--- src/rtl/pwm_multi_apb.sv ---
// rtl/pwm_multi_apb.sv - multi-channel APB PWM timer on one shared prescaled timebase
// Define PWM_CENTER_EN to build the center-aligned (triangle) counting mode.
module pwm_multi_apb #(
  parameter int NCH   = 4,
  parameter int CNT_W = 16,
  parameter int PRE_W = 8
) (
  input  logic             pclk,
  input  logic             reset,
  input  logic [9:0]       paddr,
  input  logic             psel,
  input  logic             penable,
  input  logic             pwrite,
  input  logic [15:0]      pwdata,
  output logic [15:0]      prdata,
  output logic             pready,
  output logic [NCH-1:0]   pwm_out,
  output logic             irq
);
  localparam logic [9:0] POL_ADDR = 10'(4 + NCH);

  logic                       run, ie, center, pev;
  logic [PRE_W-1:0]           prescale, pcnt;
  logic [CNT_W-1:0]           per_sh, per_act, counter;
  logic [NCH-1:0][CNT_W-1:0]  duty_sh, duty_act;
  logic [NCH-1:0]             pol;
  logic                       center_act, count_up;

  logic                       wr, ctrl_wr, go, tick, boundary;
  logic [CNT_W-1:0]           counter_nxt;
  logic                       count_up_nxt;
  logic [NCH-1:0]             active;

  assign pready  = 1'b1;
  assign wr      = psel & penable & pwrite & pready;
  assign ctrl_wr = wr && (paddr == 10'd0);
  // Clearing run aborts the period on the very edge that writes CTRL.
  assign go      = run & ~(ctrl_wr & ~pwdata[0]);
  assign tick    = go && (pcnt == prescale);
  assign irq     = pev & ie;

  always_ff @(posedge pclk) begin
    if (reset) begin
      run      <= 1'b0;
      ie       <= 1'b0;
      prescale <= '0;
      per_sh   <= '0;
      duty_sh  <= '0;
      pol      <= '0;
    end else if (wr) begin
      if (paddr == 10'd0) begin
        run <= pwdata[0];
        ie  <= pwdata[1];
      end
      if (paddr == 10'd2) prescale <= pwdata[PRE_W-1:0];
      if (paddr == 10'd3) per_sh <= pwdata[CNT_W-1:0];
      for (int i = 0; i < NCH; i++)
        if (paddr == 10'(4 + i)) duty_sh[i] <= pwdata[CNT_W-1:0];
      if (paddr == POL_ADDR) pol <= pwdata[NCH-1:0];
    end
  end

`ifdef PWM_CENTER_EN
  always_ff @(posedge pclk) begin
    if (reset) center <= 1'b0;
    else if (ctrl_wr) center <= pwdata[2];
  end
`else
  assign center = 1'b0;
`endif

  // Triangle mode: a period starts whenever the counter returns to 0 heading up.
  always_comb begin
    counter_nxt  = counter;
    count_up_nxt = count_up;
    boundary     = 1'b0;
    if (tick && per_act != '0) begin
      if (!center_act) begin
        count_up_nxt = 1'b1;
        if (counter == per_act - 1'b1) begin
          counter_nxt = '0;
          boundary    = 1'b1;
        end else begin
          counter_nxt = counter + 1'b1;
        end
      end else if (count_up && counter != per_act - 1'b1) begin
        counter_nxt = counter + 1'b1;
      end else if (counter == '0) begin
        boundary = 1'b1;
      end else begin
        counter_nxt  = counter - 1'b1;
        count_up_nxt = (counter == CNT_W'(1));
        boundary     = (counter == CNT_W'(1));
      end
    end
  end

  always_comb begin
    active = '0;
    for (int i = 0; i < NCH; i++)
      active[i] = (per_act != '0) && (counter < duty_act[i]);
  end

  always_ff @(posedge pclk) begin
    if (reset) begin
      pcnt       <= '0;
      counter    <= '0;
      count_up   <= 1'b1;
      per_act    <= '0;
      duty_act   <= '0;
      center_act <= 1'b0;
      pwm_out    <= '0;
    end else if (!go) begin
      pcnt       <= '0;
      counter    <= '0;
      count_up   <= 1'b1;
      per_act    <= per_sh;
      duty_act   <= duty_sh;
      center_act <= center;
      pwm_out    <= pol;
    end else begin
      pcnt     <= tick ? '0 : pcnt + 1'b1;
      counter  <= counter_nxt;
      count_up <= count_up_nxt;
      pwm_out  <= active ^ pol;
      if (boundary) begin
        per_act    <= per_sh;
        duty_act   <= duty_sh;
        center_act <= center;
      end
    end
  end

  // An event in the same cycle as a W1C write wins.
  always_ff @(posedge pclk) begin
    if (reset) pev <= 1'b0;
    else if (boundary) pev <= 1'b1;
    else if (wr && paddr == 10'd1 && pwdata[0]) pev <= 1'b0;
  end

  always_comb begin
    prdata = '0;
    if (psel && penable && !pwrite) begin
      if (paddr == 10'd0)        prdata = {13'd0, center, ie, run};
      else if (paddr == 10'd1)   prdata = {15'd0, pev};
      else if (paddr == 10'd2)   prdata = 16'(prescale);
      else if (paddr == 10'd3)   prdata = 16'(per_sh);
      else if (paddr == POL_ADDR) prdata = 16'(pol);
      else begin
        for (int i = 0; i < NCH; i++)
          if (paddr == 10'(4 + i)) prdata = 16'(duty_sh[i]);
      end
    end
  end
endmodule

--- config.mk ---
export PLATFORM = sky130hd
export DESIGN_NAME = pwm_multi_apb
export DESIGN_NICKNAME = d
export VERILOG_FILES = /design/src/rtl/pwm_multi_apb.sv
export SDC_FILE = /design/constraint.sdc
export NUM_CORES = 1
export LEC_CHECK = 0
export ABC_AREA = 1
export BUFFER_PORTS_ARGS = -buffer_cell sky130_fd_sc_hd__buf_2
export CELL_PAD_IN_SITES_DETAIL_PLACEMENT = 1
export CELL_PAD_IN_SITES_GLOBAL_PLACEMENT = 1
export CORE_MARGIN = 2
export CORE_UTILIZATION = 35
export CTS_BUF_LIST = sky130_fd_sc_hd__clkbuf_4 sky130_fd_sc_hd__clkbuf_8
export CTS_CLUSTER_SIZE = 20
export DETAILED_ROUTE_END_ITERATION = 16
export HOLD_SLACK_MARGIN = 0.15
export PLACE_DENSITY_LB_ADDON = 0.1
export SKIP_LAST_GASP = 1
export SYNTH_ARGS = -nofsm -noshare
export SYNTH_HDL_FRONTEND = slang
export SYNTH_SLANG_ARGS = --single-unit
--- constraint.sdc ---
create_clock -name pclk -period 2.4 [get_ports pclk]
set_clock_uncertainty 0.1 [all_clocks]
set_input_delay 0.24 -clock pclk [delete_from_list [all_inputs] [get_ports pclk]]
set_output_delay 0.24 -clock pclk [all_outputs]
set_load 0.005 [all_outputs]
==> impl_results.md <==
- Maximum vdd drop: 447 uV
- Via/cell ratio: 5.17
- Final non-filler cell total: 2,234
- CP most frequent cell: nand2_1
- Average wire per standard cell: 18.9 um
- Fraction of layout cells with a size suffix above 1: 19.9%
- Yosys reg bits: 203
- Commonest non-fill, non-tap cell in the layout: nand2_1
- DR vias: 11,600
- Tmin final: 2.40 ns
- Largest net degree at the start of global routing: 53
- Top-level I/O count: 53
- Post-route DRC: 0
- CTS Root Cell: clkbuf_8
- Max-slew violations: 0
- Post-synthesis net count: 1,742
- Commonest non-fill, non-tap cells in the layout: 257 x nand2_1, 217 x nor2_1, 205 x inv_1, 194 x dfxtp_1, 142 x a21oi_1
- Die W: 183 um
- Fin nets: 1,899
- Routed Antenna Nets: 0
- Status: finished, final reports clean
- Main combinational cell family by area after synthesis: simple AND/OR/NAND/NOR gates
- Leak: 6.23 nW
- Fillers: 3,989
- Mux cell area share after synthesis: 0%
- Crit path required time: 2.76 ns
- Reg2Reg Setup Slack: 0.003 ns
- Worst skew pair latency: 0.54 ns
- CTS tree: built
- Core area: 0.0316 sq mm
- Placer congestion estimate: 0.844
- Final setup fails: 0
- DRT iter0 DRCs: 592
- Syn_area_per_cell: 6.79 sq um
- Count of clock tree sinks: 203
- Tot GR Track Use: 24.8%
- Clock Pin Slew Worst Setup and Hold Paths: 0.06 ns
- Die footprint: 0.0334 sq mm
- Fin. Hold Viols: 0
- Area Overhead vs Synth: 28.3%
- Max Cap Violations: 0
- Rel. slew slack: 54.0%
- First-pass GRT wire length: 64.6 mm
- Synthesis Warnings: 0
- Row cnt: 65
- Startpoint types: register
- Crit path max fanout: 9
- Inst Count DP: 2,122
- Library cells used by synthesis: 36
- WL final: 42.2 mm
- Post-Synth Simple-Gate Area: 26.2%
- Final period util: 99.9%
- Diodes inserted: 0
- 1st-pass router iterations: 4
- CTS buffer count: 38
- Maximum buffer depth of the clock tree: 3
- Post-synthesis sequential area ratio: 36.3%
- Synth Area in Compound Gates: 16.8%
- IO buf count: 51
- RSZ-0062 raised after global routing: yes
- Hpwl dp: 30.5 mm
- Slowest stage cell, crit path: dfxtp_2
- Cell Area, Synth: 0.0112 sq mm
- Layout Utilization: 45.5%
- Worst slew pin tran: 0.689 ns
- Mapped Cells: 1,648
- Data arrival, critical path: 2.76 ns
- Crit-path max cell delay: 0.34 ns
- # H-tree levels: 2
- Worst hold path type: in -> reg
- Post-Synth Adder-Cell Area: 7.04%
- Crit Path Category: reg -> reg
- Vias in the first global route: 11,400
- Setup crit end kind: register
- Total grt overflow: 0
- Peak Freq: 417 MHz
- Power Dens Cells: 503 mW/mm^2
- Initial Utilization: 35.5%
- Xor/xnor share of the synthesized area: 2.94%
- Die H: 183 um
- Antenna violations before repair: 0
- Crit-path cells: inv_2 > ha_4 > nand3_2 > nor2_4 > nand2_1 > nand2_1 > nand2_1 > nor2_2 > nand2_2 > nor2_4 > nand3_4 > buf_12 > buf_12 > buf_12 > nand3_1 > nand2_1 > nor2_1
-- flip-flops by register name (all words and copies together), names as in the netlist, 4 cells and up --
| signal | count |
|---|---|
| per_sh | 16 |
| per_act | 16 |
| counter | 16 |
| prescale | 8 |
| pol | 4 |
| duty_act | 64 |
| pcnt | 8 |
| duty_sh | 64 |
| pwm_out | 4 |
-- cells by family (layout without fill, tap and decap cells) --
kind of cell             after synthesis  in the layout
adder cells (fa/ha/maj)               63             63
other                                  1              1
XOR/XNOR                              36             36
AO/OA/AOI/OAI                        354            354
AND/OR/NAND/NOR                      694            694
flip-flops                           203            203
buffers and inverters                297            481
-- area by class of cell --
type | instances | area, sq um | share of cell area, %
clock buffers | 64 | 787 | 5.48
inverters | 214 | 813 | 5.66
well taps | 402 | 503 | 3.50
clock inverters | 3 | 22.5 | 0.157
flip-flops and latches | 203 | 4080 | 28.4
multi-input cells | 1148 | 6380 | 44.5
repair buffers | 200 | 1770 | 12.3
-- metal layers --
metal	wire length, um	up-vias	GRT usage [%]
met1	20900	5555	35.7
met2	18700	238	39.0
met5	0	-	0
met4	998	0	7.01
li1	-	5700	-
met3	1670	58	2.96
-- cell usage after synthesis --
cell type,number,area [sq um]
nor2_1,230,863
xor2_1,23,201
o211ai_1,11,82.6
buf_6,9,101
conb_1,1,3.75
nand3_1,143,716
a21o_1,4,30.0
a21boi_0,1,7.51
nor2_4,1,11.3
a21oi_1,185,926
nand3b_1,12,90.1
nand2_2,1,6.26
o31ai_1,2,15.0
nand2_1,265,995
buf_1,8,30.0
o221ai_1,12,105
nand3_2,1,10.0
xnor3_1,1,22.5
dfxtp_1,203,4060
o21ai_0,129,646
buf_2,1,5.00
o21bai_1,1,7.51
nor2_2,6,37.5
a31oi_1,1,6.26
clkbuf_1,64,240
inv_1,211,792
clkinv_1,1,3.75
nor4_1,5,31.3
nand4_1,16,100
or2_2,2,12.5
xnor2_1,12,105
inv_2,2,7.51
nor3_1,12,60.1
buf_4,1,7.51
a211oi_1,8,60.1
ha_1,63,788
-- power by group --
group | internal, mW | switching, mW | total (mW)
logic | 0.0938 | 0.152 | 0.246
clock network | 2.06 | 1.54 | 3.60
registers | 3.37 | 0.000552 | 3.37
total | 5.53 | 1.69 | 7.22
-- through the flow --
step | setup WS (ns) | TNS (ns) | instance area, sq um | hold WS [ns] | total power, mW
2_1_floorplan | 0.250 | 0 | 11200 | 0.218 | 3.55
3_3_place_gp | -0.0879 | -1.38 | 12500 | 0.355 | 3.66
3_5_place_dp | -0.142 | -4.31 | 12500 | 0.362 | 3.66
4_1_cts | -0.0563 | -0.284 | 13600 | 0.196 | 7.31
5_1_grt | -0.117 | -5.27 | 14400 | 0.279 | 7.47
6_report | 0.00335 | 0 | 14400 | 0.236 | 7.22
-- path summary, 6_finish.rpt --
check / startpoint / to / depth (start not counted)
max: per_act[1]$_SDFFE_PP0P_ / duty_act[13]$_SDFFE_PP0P_ / 17
min: psel / duty_sh[48]$_SDFFE_PP0P_ / 6
max reg2reg: per_act[1]$_SDFFE_PP0P_ / duty_act[13]$_SDFFE_PP0P_ / 17
min reg2reg: prescale[6]$_SDFFE_PP0P_ / prescale[6]$_SDFFE_PP0P_ / 2
-- critical path: cells and delay by family, from the launching register on --
kind | cells | cell delay [ns]
simple gates | 12 | 1.15
flops | 1 | 0.34
fa+ha+maj | 1 | 0.18
buf+inv | 4 | 0.54
-- repair_timing --
action,in CTS,in global routing
cloned,2,7
buffers inserted,2,12
endpoints found under the setup margin,61,104
hold buffers,22,0
endpoints found under the hold margin,95,0
resized for setup,11,135
pin swaps,0,40
Note: power is estimated with default switching activity, not from simulation.
